**src/rtl/btn_press_classifier.sv**
```systemverilog
// Multi-channel button front end: 2-FF synchroniser, debounce and a short/long/repeat
// press classifier per channel. Channels are independent copies of the same datapath.
module btn_press_classifier #(
  parameter int unsigned N_CH         = 4,
  parameter int unsigned DEBOUNCE_CYC = 1_000_000,
  parameter int unsigned LONG_CYC     = 500_000_000,
  parameter int unsigned REPEAT_CYC   = 25_000_000,
  parameter bit          REPEAT_EN    = 1'b1
) (
  input  logic            clk,
  input  logic            rst_n,
  input  logic [N_CH-1:0] btn_in,
  output logic [N_CH-1:0] held,
  output logic [N_CH-1:0] short_p,
  output logic [N_CH-1:0] long_p,
  output logic [N_CH-1:0] rpt_p,
  output logic [N_CH-1:0] en
);

  localparam int unsigned DW   = (DEBOUNCE_CYC > 1) ? $clog2(DEBOUNCE_CYC) : 1;
  localparam int unsigned HMAX = (LONG_CYC > REPEAT_CYC) ? LONG_CYC : REPEAT_CYC;
  localparam int unsigned HW   = $clog2(HMAX);

  localparam logic [DW-1:0] DB_LAST   = DW'(DEBOUNCE_CYC - 1);
  localparam logic [HW-1:0] LONG_LAST = HW'(LONG_CYC - 1);
  localparam logic [HW-1:0] RPT_LAST  = HW'(REPEAT_CYC - 1);

  typedef enum logic [1:0] {
    IDLE  = 2'd0,
    PRESS = 2'd1,
    LONG  = 2'd2
  } state_e;

  for (genvar c = 0; c < N_CH; c++) begin : g_ch
    logic          sync1_q, sync2_q;
    logic          db_q, db_d;
    logic [DW-1:0] dcnt_q, dcnt_d;
    state_e        state_q;
    logic [HW-1:0] hcnt_q;
    logic          short_q, long_q, rpt_q;

    always_comb begin
      db_d   = db_q;
      dcnt_d = '0;
      if (sync2_q != db_q) begin
        if (dcnt_q == DB_LAST) db_d = sync2_q;
        else                   dcnt_d = dcnt_q + 1'b1;
      end
    end

    always_ff @(posedge clk) begin
      if (!rst_n) begin
        sync1_q <= 1'b0;
        sync2_q <= 1'b0;
        db_q    <= 1'b0;
        dcnt_q  <= '0;
      end else begin
        sync1_q <= btn_in[c];
        sync2_q <= sync1_q;
        db_q    <= db_d;
        dcnt_q  <= dcnt_d;
      end
    end

    // The classifier acts on db_d so its registered pulses line up with the
    // cycle in which held shows the same debounced level.
    always_ff @(posedge clk) begin
      if (!rst_n) begin
        state_q <= IDLE;
        hcnt_q  <= '0;
        short_q <= 1'b0;
        long_q  <= 1'b0;
        rpt_q   <= 1'b0;
      end else begin
        short_q <= 1'b0;
        long_q  <= 1'b0;
        rpt_q   <= 1'b0;
        case (state_q)
          IDLE: begin
            if (db_d) begin
              state_q <= PRESS;
              hcnt_q  <= HW'(1);
            end
          end
          PRESS: begin
            if (!db_d) begin
              short_q <= 1'b1;
              state_q <= IDLE;
              hcnt_q  <= '0;
            end else if (hcnt_q == LONG_LAST) begin
              long_q  <= 1'b1;
              state_q <= LONG;
              hcnt_q  <= '0;
            end else begin
              hcnt_q <= hcnt_q + 1'b1;
            end
          end
          LONG: begin
            if (!db_d) begin
              state_q <= IDLE;
              hcnt_q  <= '0;
            end else if (REPEAT_EN && (hcnt_q == RPT_LAST)) begin
              rpt_q  <= 1'b1;
              hcnt_q <= '0;
            end else if (hcnt_q != RPT_LAST) begin
              hcnt_q <= hcnt_q + 1'b1;
            end
          end
          default: begin
            state_q <= IDLE;
            hcnt_q  <= '0;
          end
        endcase
      end
    end

    assign held[c]    = db_q;
    assign short_p[c] = short_q;
    assign long_p[c]  = long_q;
    assign rpt_p[c]   = rpt_q;
    assign en[c]      = db_q & ~long_q;
  end

endmodule

```
**config.mk**
```make
export PLATFORM = sky130hd
export DESIGN_NAME = btn_press_classifier
export DESIGN_NICKNAME = d
export VERILOG_FILES = /design/src/rtl/btn_press_classifier.sv
export SDC_FILE = /design/constraint.sdc
export NUM_CORES = 1
export LEC_CHECK = 0
export BUFFER_PORTS_ARGS = -buffer_cell sky130_fd_sc_hd__buf_2
export CORE_AREA = 8 8 158 160
export CTS_CLUSTER_SIZE = 30
export DETAILED_ROUTE_END_ITERATION = 8
export DIE_AREA = 0 0 166 168
export PLACE_DENSITY = 0.65
export SLEW_MARGIN = 40
export SYNTH_ARGS = -nofsm -noshare
export SYNTH_HDL_FRONTEND = slang
export SYNTH_SLANG_ARGS = --single-unit
```
**constraint.sdc**
```tcl
create_clock -name clk -period 4.7 [get_ports clk]
set_input_delay 0.94 -clock clk [delete_from_list [all_inputs] [get_ports clk]]
set_output_delay 0.94 -clock clk [all_outputs]
set_load 0.1 [all_outputs]
```
Word-level counts from Yosys, hierarchy flattened
Cells that the tools add are included.
{"block": "word_totals", "input_bits": 6, "output_inout_bits": 20, "register_bits": 228}
{"block": "op_classes", "n_eq_ne": 44, "add_sub_neg": 8, "muxes": 68, "bitwise_logic": 13, "n_reduce_logical": 28}
{"op": "two-way mux 29 bit", "count": 24}
{"op": "case mux 29 bit (3 select lines)", "count": 4}
{"op": "adder 29 x 1 -> 29 bit, second input constant", "count": 4}
{"op": "== test 29 x 25 -> 1 bit, second input constant", "count": 4}
{"op": "== test 29 bit, second input constant", "count": 4}
{"op": "!= test 29 x 25 -> 1 bit, second input constant", "count": 4}
{"op": "adder 20 x 1 -> 20 bit, second input constant", "count": 4}
{"op": "== test 20 bit, second input constant", "count": 4}
{"op": "AND reduction 3 bit", "count": 12}
{"op": "two-way mux 2 bit", "count": 16}
{"op": "case mux 2 bit (3 select lines)", "count": 4}
{"op": "two-way mux 1 bit", "count": 20}
{"op": "!= test 2 bit, second input constant", "count": 8}
{"op": "!= test 4 bit, second input constant", "count": 4}
{"op": "AND reduction 2 bit", "count": 8}
{"op": "!= test 3 bit, second input constant", "count": 4}
{"op": "OR reduction 3 bit", "count": 4}
{"op": "NOT 1 bit", "count": 9}
{"op": "== test 2 x 1 -> 1 bit, second input constant", "count": 4}
{"op": "== test 2 bit, second input constant", "count": 4}
{"op": "logical NOT 2 bit", "count": 4}
{"op": "AND 1 bit", "count": 4}
{"op": "!= test 1 bit", "count": 4}

Logic depth before layout (Yosys ltp)
Gate-level depths: netlist (run 1).
{"block": "logic_depth", "ltp_word": 5, "ltp_mapped": 9, "mapped_depth_nobuf": 8}

Worst setup path after synthesis (run 1)
Ideal clock, no wire load.
{"block": "synth_timing", "path_kind": "flip-flop to output port", "from": "reg g_ch[3].db_q", "to": "out en[3]", "arrival_time_ns": 1.771, "required_ns": 3.760, "path_stages_with_launch": 2, "path_buffers": 0, "setup_slack_ns": 1.989, "cell_sequence": "dfxtp_1 -> nor2b_1"}
{"block": "synth_between", "elab_chain_len": 1}
{"item": "from (decl)", "line": "36", "source": "logic db_q, db_d;"}
{"item": "from (signal assigned)", "line": "55", "source": "db_q <= 1'b0;"}
{"item": "from (signal assigned)", "line": "60", "source": "db_q <= db_d;"}
{"item": "AND 1 bit", "line": "121", "source": "assign en[c] = db_q & ~long_q;"}
{"item": "to (decl)", "line": "17", "source": "output logic [N_CH-1:0] en"}
Every way passes these cells.

Worst setup path in the final report (run 1)
{"block": "layout_timing", "from": "reg g_ch[2].dcnt_q[6]", "to": "reg g_ch[2].hcnt_q[21]"}
{"block": "layout_between", "elab_chain_len": 5}
{"item": "from (decl)", "line": "37", "source": "logic [DW-1:0] dcnt_q, dcnt_d;"}
{"item": "from (signal assigned)", "line": "61", "source": "dcnt_q <= dcnt_d;"}
{"item": "== test 20 bit *", "line": "46", "source": "if (dcnt_q == DB_LAST) db_d = sync2_q;"}
{"item": "two-way mux 1 bit *", "line": "46"}
{"item": "two-way mux 1 bit *", "line": "45", "source": "if (sync2_q != db_q) begin"}
{"item": "two-way mux 29 bit (tied with other cells)", "line": "99", "source": "if (!db_d) begin"}
{"item": "case mux 29 bit (3 select lines) or AND reduction 2 bit (tied branches)"}
{"item": "to (signal assigned)", "line": "95", "source": "hcnt_q <= hcnt_q + 1'b1;"}
{"item": "to (signal assigned)", "line": "106", "source": "hcnt_q <= hcnt_q + 1'b1;"}
{"item": "to (decl)", "line": "39", "source": "logic [HW-1:0] hcnt_q;"}
Mark *: on every way between the ends. The rest lies on a longest branch, timed or not.
A chain may end at the register's enable or synchronous reset.

==> results of run 1 <==
-- worst max path at each step --
| stage | from | endpoint | slack, ns |
|---|---|---|---|
| floorplan | g_ch[3].db_q | en[3] | 1.99 |
| global placement | g_ch[1].hcnt_q[11] | g_ch[1].hcnt_q[2] | 1.64 |
| detailed placement | g_ch[0].dcnt_q[9] | g_ch[0].hcnt_q[22] | 1.72 |
| CTS | g_ch[0].dcnt_q[13] | g_ch[0].hcnt_q[22] | 1.71 |
| global route | g_ch[0].dcnt_q[9] | g_ch[0].hcnt_q[16] | 1.51 |
| finish | g_ch[2].dcnt_q[6] | g_ch[2].hcnt_q[21] | 1.70 |
-- logic make-up after synthesis --
logic type	count (synthesis)
compound gates	144
xor+xnor	135
fa+ha+maj	8
buf+inv	95
flops	228
simple gates	701
-- cells in the mapped netlist (3+ instances only) --
| library cell | number |
|---|---|
| sky130_fd_sc_hd__a311oi_1 | 5 |
| sky130_fd_sc_hd__o21ai_0 | 40 |
| sky130_fd_sc_hd__buf_4 | 17 |
| sky130_fd_sc_hd__a31oi_1 | 9 |
| sky130_fd_sc_hd__or3_1 | 36 |
| sky130_fd_sc_hd__nand3b_1 | 6 |
| sky130_fd_sc_hd__a22oi_1 | 6 |
| sky130_fd_sc_hd__nor3_1 | 40 |
| sky130_fd_sc_hd__and3_2 | 5 |
| sky130_fd_sc_hd__nand4_1 | 53 |
| sky130_fd_sc_hd__a21oi_2 | 3 |
| sky130_fd_sc_hd__and3_1 | 37 |
| sky130_fd_sc_hd__ha_1 | 8 |
| sky130_fd_sc_hd__or4b_1 | 6 |
| sky130_fd_sc_hd__and2_1 | 23 |
| sky130_fd_sc_hd__xnor2_1 | 67 |
| sky130_fd_sc_hd__a21oi_1 | 41 |
| sky130_fd_sc_hd__o41ai_1 | 4 |
| sky130_fd_sc_hd__and4_1 | 14 |
| sky130_fd_sc_hd__dfxtp_1 | 228 |
| sky130_fd_sc_hd__inv_1 | 29 |
| sky130_fd_sc_hd__o21ai_1 | 3 |
| sky130_fd_sc_hd__nor4b_1 | 20 |
| sky130_fd_sc_hd__nor2_1 | 185 |
| sky130_fd_sc_hd__or4_1 | 13 |
| sky130_fd_sc_hd__buf_2 | 12 |
| sky130_fd_sc_hd__xor2_1 | 68 |
| sky130_fd_sc_hd__o211ai_1 | 4 |
| sky130_fd_sc_hd__a211oi_1 | 3 |
| sky130_fd_sc_hd__buf_6 | 3 |
| sky130_fd_sc_hd__nor4bb_1 | 4 |
| sky130_fd_sc_hd__nor2b_1 | 10 |
| sky130_fd_sc_hd__nand3_1 | 85 |
| sky130_fd_sc_hd__clkbuf_1 | 32 |
| sky130_fd_sc_hd__o31ai_1 | 5 |
| sky130_fd_sc_hd__a21boi_0 | 3 |
| sky130_fd_sc_hd__nand4b_1 | 18 |
| sky130_fd_sc_hd__nand2_1 | 101 |
| sky130_fd_sc_hd__nand2b_1 | 6 |
| sky130_fd_sc_hd__nor4_1 | 31 |
-- sequential cells by signal (all words and copies together) (netlist names) --
register / count
g_ch.hcnt_q: 116
g_ch.dcnt_q: 80
g_ch.state_q: 8
g_ch.db_q: 4
g_ch.long_q: 4
g_ch.rpt_q: 4
g_ch.short_q: 4
g_ch.sync1_q: 4
g_ch.sync2_q: 4
-- metal layers --
layer	up-vias	track usage	share of wire
met5	-	0	0
met4	0	0.0451	0.021
met3	30	0.0262	0.041
met2	157	0.260	0.45
met1	4275	0.222	0.49
li1	4658	-	-
-- worst max-delay path: stages, from the launching register on --
cell and delay (ns):
sky130_fd_sc_hd__dfxtp_1 0.35, sky130_fd_sc_hd__or4_1 0.55, sky130_fd_sc_hd__or4b_1 0.58, sky130_fd_sc_hd__o21ai_1 0.49, sky130_fd_sc_hd__buf_4 0.30, sky130_fd_sc_hd__and2_1 0.28
sky130_fd_sc_hd__nand2_1 0.09, sky130_fd_sc_hd__o221a_2 0.25
-- final cells by class --
type | count | share of cell area
Multi-Input combinational cell | 988 | 0.490
Sequential cell | 228 | 0.373
Clock buffer | 31 | 0.0581
Tap cell | 285 | 0.0291
Clock inverter | 14 | 0.0224
Timing Repair Buffer | 39 | 0.0187
Inverter | 30 | 0.00920
-- stage by stage --
stage / hold slack [ns] / instance area, um2
after global placement: 0.414 / 11200
after global routing: 0.446 / 12200
final: 0.431 / 12200
after CTS: 0.433 / 12200
after floorplan: 0.412 / 11000
after detailed placement: 0.419 / 11200
-- power by group --
group          total, uW  switching [uW]  internal (uW)
clock network       2310             798           1510
registers           1940            3.04           1940
logic               38.2            29.1           9.17
==> metrics.yaml, run 1 <==
outcome: "finished clean"
setup_tns_ns: 0
io_buffer_count: 25
fillers: 2056
r2r_end: "g_ch[2].hcnt_q[21]"
design.final.nets: 1328
holdPathStages: 1
grtUsageTotal: 0.162
worst_setup_path_end_kind: "register"
timing.critical_path.arrival_ns: 3.41
synth_top_cell_area_share: 0.415
clock-sinks: 228
detail_route.iter0.violations: 684
detail_route.drc_violations: 0
synth_top_flop_cell: "sky130_fd_sc_hd__dfxtp_1"
worst-r2r-setup-slack_ns: 1.70
cts_repair_resize_count: 0
cts.hold.buffers_added: 0
vias_per_cell: 5.65
synth_xor_xnor_area_share: 0.108
route.antenna.remaining_nets: 0
ir_drop_mv: 0.298
antenna_violations_before_repair: 0
path_max_fanout: 14
grt_start_max_net_pins: 29
yosys_warnings: 0
firstDrtPassIters: 5
setup_ws_post_layout_ns: 1.70
synthesized_cell_area_um2: 11000
cap_viol_max_count: 0
first_global_vias: 8398
number_of_antenna_repair_diodes: 0
post_synth_mux_area_share: 0
post_placement_cell_count: 1569
synth_top_area_cell: "sky130_fd_sc_hd__dfxtp_1"
critical_path_required_ns: 5.11
hold-path-endpoint: "g_ch[1].sync2_q"
insertion_delay_ns: 0.52
fin_max_slew_vios: 0
power_density_nw_per_um2: 350
stdcell_count: 1615
cts_setup_buffers: 0
layout.core_utilization: 0.547
postSynth.asyncResetShare: 0
ff2ff_path_depth: 7
worst_clock_skew_ns: 0.00899
achievable-frequency_ghz: 0.333
dieWidth_um: 166
yosysSeqAreaShare: 0.415
hp-start: "g_ch[1].sync1_q"
gp_routability_congestion: 0.898
total_power_uw: 4290
mostFrequentLayoutCell: "sky130_fd_sc_hd__dfxtp_1"
multi_input_comb_area_um2: 5990
syn-num-nets: 1325
drive_gt1_frac: 0.0789
synth.ff_latch_count: 228
setup.worst_path.class: "reg2reg"
synth_enable_flop_cells: 0
netlist_top_cells_area: "sky130_fd_sc_hd__dfxtp_1, sky130_fd_sc_hd__nor2_1, sky130_fd_sc_hd__xor2_1"
synthAdderAreaFrac: 0.00910
design.core.area_um2: 22400
clk_pin_slew_worst_paths_ns: 0.06
std_cell_rows: 55
routed_wl_um: 23100
clk_path_buf_depth: 3
floorplan.initialDensity: 0.492
floorplan.io_pins: 26
critPathLaunchType: "register"
layout-area-overhead-vs-synth_pct: 11.3
maxSlewHeadroom: 0.485
final_hold_viol_count: 0
avgSynthCellArea_um2: 8.39
vias: 9120
first_pass_grt_wire_length_um: 39900
total_leakage_power_uw: 0.00399
post_drt_wl_per_cell_um: 14.3
fin_crit_ns: 3.00
design.die.area_um2: 27900
cts_tree: "built"
main_combinational_cell_family_by_area_after_synthesis: "simple AND/OR/NAND/NOR gates"
worst_slew_pin_slew_ns: 0.771
ctsRootBufferMaster: "sky130_fd_sc_hd__clkbuf_16"
hpwl_um: 15500
rsz0062_at_grt: "false"
synth.lib_cells_used.distinct: 64
globalRoute.totalOverflow: 0
regToRegStartpoint: "g_ch[2].dcnt_q[6]"
fp.dieH_um: 168
layout_worst_path_cycle_share: 0.638
regArea_um2: 4560
timing.hold.worst.class: "reg2reg"
syn_inst: 1311
synth_compound_gate_area_share: 0.0849
cts_htree_levels: 1
layout.cells.most_common_list: "sky130_fd_sc_hd__dfxtp_1, sky130_fd_sc_hd__nor2_1, sky130_fd_sc_hd__nand2_1"
synth_simple_gate_area_share: 0.342
setup_viol_count_final: 0
num_cts_buffers: 27
pre_cts_slack_ns: 1.72
Power figures use the tool's default switching activity.
==> run 2, diff against run 1 <==
--- a/config.mk
+++ b/config.mk
@@ -10,7 +10,7 @@
 export CTS_CLUSTER_SIZE = 30
 export DETAILED_ROUTE_END_ITERATION = 8
 export DIE_AREA = 0 0 166 168
-export PLACE_DENSITY = 0.65
+export PLACE_DENSITY = 0.68
 export SLEW_MARGIN = 40
 export SYNTH_ARGS = -nofsm -noshare
 export SYNTH_HDL_FRONTEND = slang
==> constraint.sdc (replaced) <==
create_clock -name clk -period 2.45 [get_ports clk]
set_input_delay 0.49 -clock clk [delete_from_list [all_inputs] [get_ports clk]]
set_output_delay 0.49 -clock clk [all_outputs]
set_load 0.1 [all_outputs]
==> metrics.yaml, run 2 (synthesized netlist as in run 1, its figures left out) <==
ctsRootBufferMaster: "sky130_fd_sc_hd__clkbuf_16"  # unchanged
post_placement_cell_count: 1663  # was 1569
detail_route.drc_violations: 0  # unchanged
rsz0062_at_grt: "true"  # was false
worst_setup_path_end_kind: "register"  # unchanged
failed_checks: "negative setup slack"
vias: 9778  # was 9120
stdcell_count: 1726  # was 1615
timing.critical_path.arrival_ns: 2.93  # was 3.41 ns
fin_crit_ns: 2.53  # was 3.00 ns
total_leakage_power_uw: 0.00449  # was 0.00399 uW
final_hold_viol_count: 0  # unchanged
setup.worst_path.class: "reg2reg"  # unchanged
drive_gt1_frac: 0.192  # was 0.0789
ir_drop_mv: 0.392  # was 0.298 mV
clk_pin_slew_worst_paths_ns: 0.06  # about the same
clock-sinks: 228  # unchanged
fillers: 1931  # was 2056
outcome: "complete, but fails checks"  # was finished clean
critPathLaunchType: "register"  # unchanged
grt_start_max_net_pins: 28  # was 29
critical_path_required_ns: 2.86  # was 5.11 ns
routed_wl_um: 25500  # was 23100 um
floorplan.io_pins: 26  # unchanged
detail_route.iter0.violations: 583  # was 684
hpwl_um: 17200  # was 15500 um
worst_clock_skew_ns: 0.0133  # was 0.00899 ns
largestRegisters: "g_ch.hcnt_q (116), g_ch.dcnt_q (80), g_ch.state_q (8)"  # unchanged
worst-r2r-setup-slack_ns: -0.08  # was 1.70 ns
maxSlewHeadroom: 0.660  # was 0.485
insertion_delay_ns: 0.52  # about the same
gp_routability_congestion: 0.857  # was 0.898
holdWs_ns: 0.176  # was 0.431 ns
first_global_vias: 8942  # was 8398
timing.hold.worst.class: "in2reg"  # was reg2reg
antenna_violations_before_repair: 0  # unchanged
critPathCapture: "g_ch[0].hcnt_q[24]"  # was g_ch[2].hcnt_q[21]
dieWidth_um: 166  # unchanged
largest_register_ffs: 116  # unchanged
firstDrtPassIters: 5  # unchanged
io_buffer_count: 25  # unchanged
path_max_fanout: 8  # was 14
layout.cells.most_common_list: "sky130_fd_sc_hd__dfxtp_1, sky130_fd_sc_hd__nor2_1, sky130_fd_sc_hd__buf_4"  # was sky130_fd_sc_hd__dfxtp_1, sky130_fd_sc_hd__nor2_1, sky130_fd_sc_hd__nand2_1
mostFrequentLayoutCell: "sky130_fd_sc_hd__dfxtp_1"  # unchanged
design.final.nets: 1436  # was 1328
worst_slew_pin_slew_ns: 0.513  # was 0.771 ns
hp-start: "btn_in[1]"  # was g_ch[1].sync1_q
finalInstanceArea_um2: 13500  # was 12200 um2
post_drt_wl_per_cell_um: 14.8  # was 14.3 um
fin_max_slew_vios: 0  # unchanged
vias_per_cell: 5.67  # was 5.65
cts_htree_levels: 1  # unchanged
clk_path_buf_depth: 3  # unchanged
r2r_end: "g_ch[0].hcnt_q[24]"  # was g_ch[2].hcnt_q[21]
worst_setup_path_startpoint: "g_ch[0].dcnt_q[11]"  # was g_ch[2].dcnt_q[6]
achievable-frequency_ghz: 0.396  # was 0.333 GHz
cts.hold.buffers_added: 0  # unchanged
regMostFlops: "g_ch.hcnt_q"  # unchanged
detailed_place.area_um2: 12000  # was 11200 um2
cap_viol_max_count: 0  # unchanged
total_power_uw: 7460  # was 4290 uW
globalRoute.totalOverflow: 0  # unchanged
ff2ff_path_depth: 9  # was 7
layout_worst_path_cycle_share: 1.03  # was 0.638
cp_slowest_stage_delay_ns: 0.58  # about the same
grtUsageTotal: 0.175  # was 0.162
number_of_antenna_repair_diodes: 0  # unchanged
setup_ws_post_layout_ns: -0.0774  # was 1.70 ns
cpMaxStageDelayCell: "sky130_fd_sc_hd__or4_4"  # was sky130_fd_sc_hd__or4b_1
floorplan.initialDensity: 0.492  # unchanged
first_pass_grt_wire_length_um: 42900  # was 39900 um
setup_viol_count_final: 44  # was 0
regToRegStartpoint: "g_ch[0].dcnt_q[11]"  # was g_ch[2].dcnt_q[6]
crit_chain: "or4_4 > or4_4 > buf_6 > o21ai_4 > buf_12 > nand2_8 > o21ai_4 > clkbuf_16 > nor2_1"  # was or4_1 > or4b_1 > o21ai_1 > buf_4 > and2_1 > nand2_1 > o221a_2
fp.dieH_um: 168  # unchanged
design.die.area_um2: 27900  # unchanged
num_cts_buffers: 26  # was 27
layout-area-overhead-vs-synth_pct: 22.4  # was 11.3%
power_density_nw_per_um2: 555  # was 350 nW/um2
std_cell_rows: 55  # unchanged
route.antenna.remaining_nets: 0  # unchanged
design.core.area_um2: 22400  # unchanged
cts_tree: "built"  # unchanged
## run 2: area by class of cell
class,count,area (um2),share of cell area
flip-flops and latches,228,4570,0.340
clock buffers,43,776,0.0577
clock inverters,4,25.0,0.00186
inverters,30,113,0.00837
multi-input cells,989,6470,0.481
repair buffers,147,1150,0.0854
well taps,285,357,0.0265
## run 2: metal layers
metal  vias to the layer above  wire (um)  global-route usage
met5                         -          0                   0
met4                         0        402              0.0455
met3                        36       1120              0.0264
met2                       202      11600               0.281
met1                      4649      12400               0.240
li1                       4891          -                   -
## run 2: critical path: cells and delay by family, from the launching register on
family / cells / cell delay, ns
buffers and inverters: 3 / 0.51
DFF: 1 / 0.32
and+or+nand+nor: 4 / 1.20
AOI/OAI and AO/OA: 2 / 0.37
## run 2: power by group
part	internal (uW)	total, uW	switching, uW
Sequential	3720	3720	5.50
Combinational	40.8	109	68.6
Clock	2150	3630	1490
## run 2: how the worst min path moves through the flow
stage,endpoint,depth (start not counted),slack (ns)
global route,g_ch[1].sync1_q,2,0.17
detailed placement,g_ch[1].sync2_q,1,0.42
CTS,g_ch[1].sync1_q,2,0.15
finish,g_ch[1].sync1_q,2,0.18
global placement,g_ch[1].sync2_q,1,0.42
floorplan,g_ch[0].sync2_q,1,0.41
## run 2: through the flow
step	util	TNS, ns	worst slack, ns
detailed placement	0.537	-6.13	-0.172
global placement	0.537	-3.97	-0.126
floorplan	-	-0.323	-0.0169
CTS	0.580	-0.173	-0.0493
global route	0.602	-5.60	-0.157
finish	0.602	-2.05	-0.0774
## run 2: repair_timing
item | in CTS | in global routing
setup endpoints to repair | 54 | 103
pin swaps | 7 | 30
cloned | 1 | 4
buffers inserted | 5 | 8
resized for setup | 23 | 92
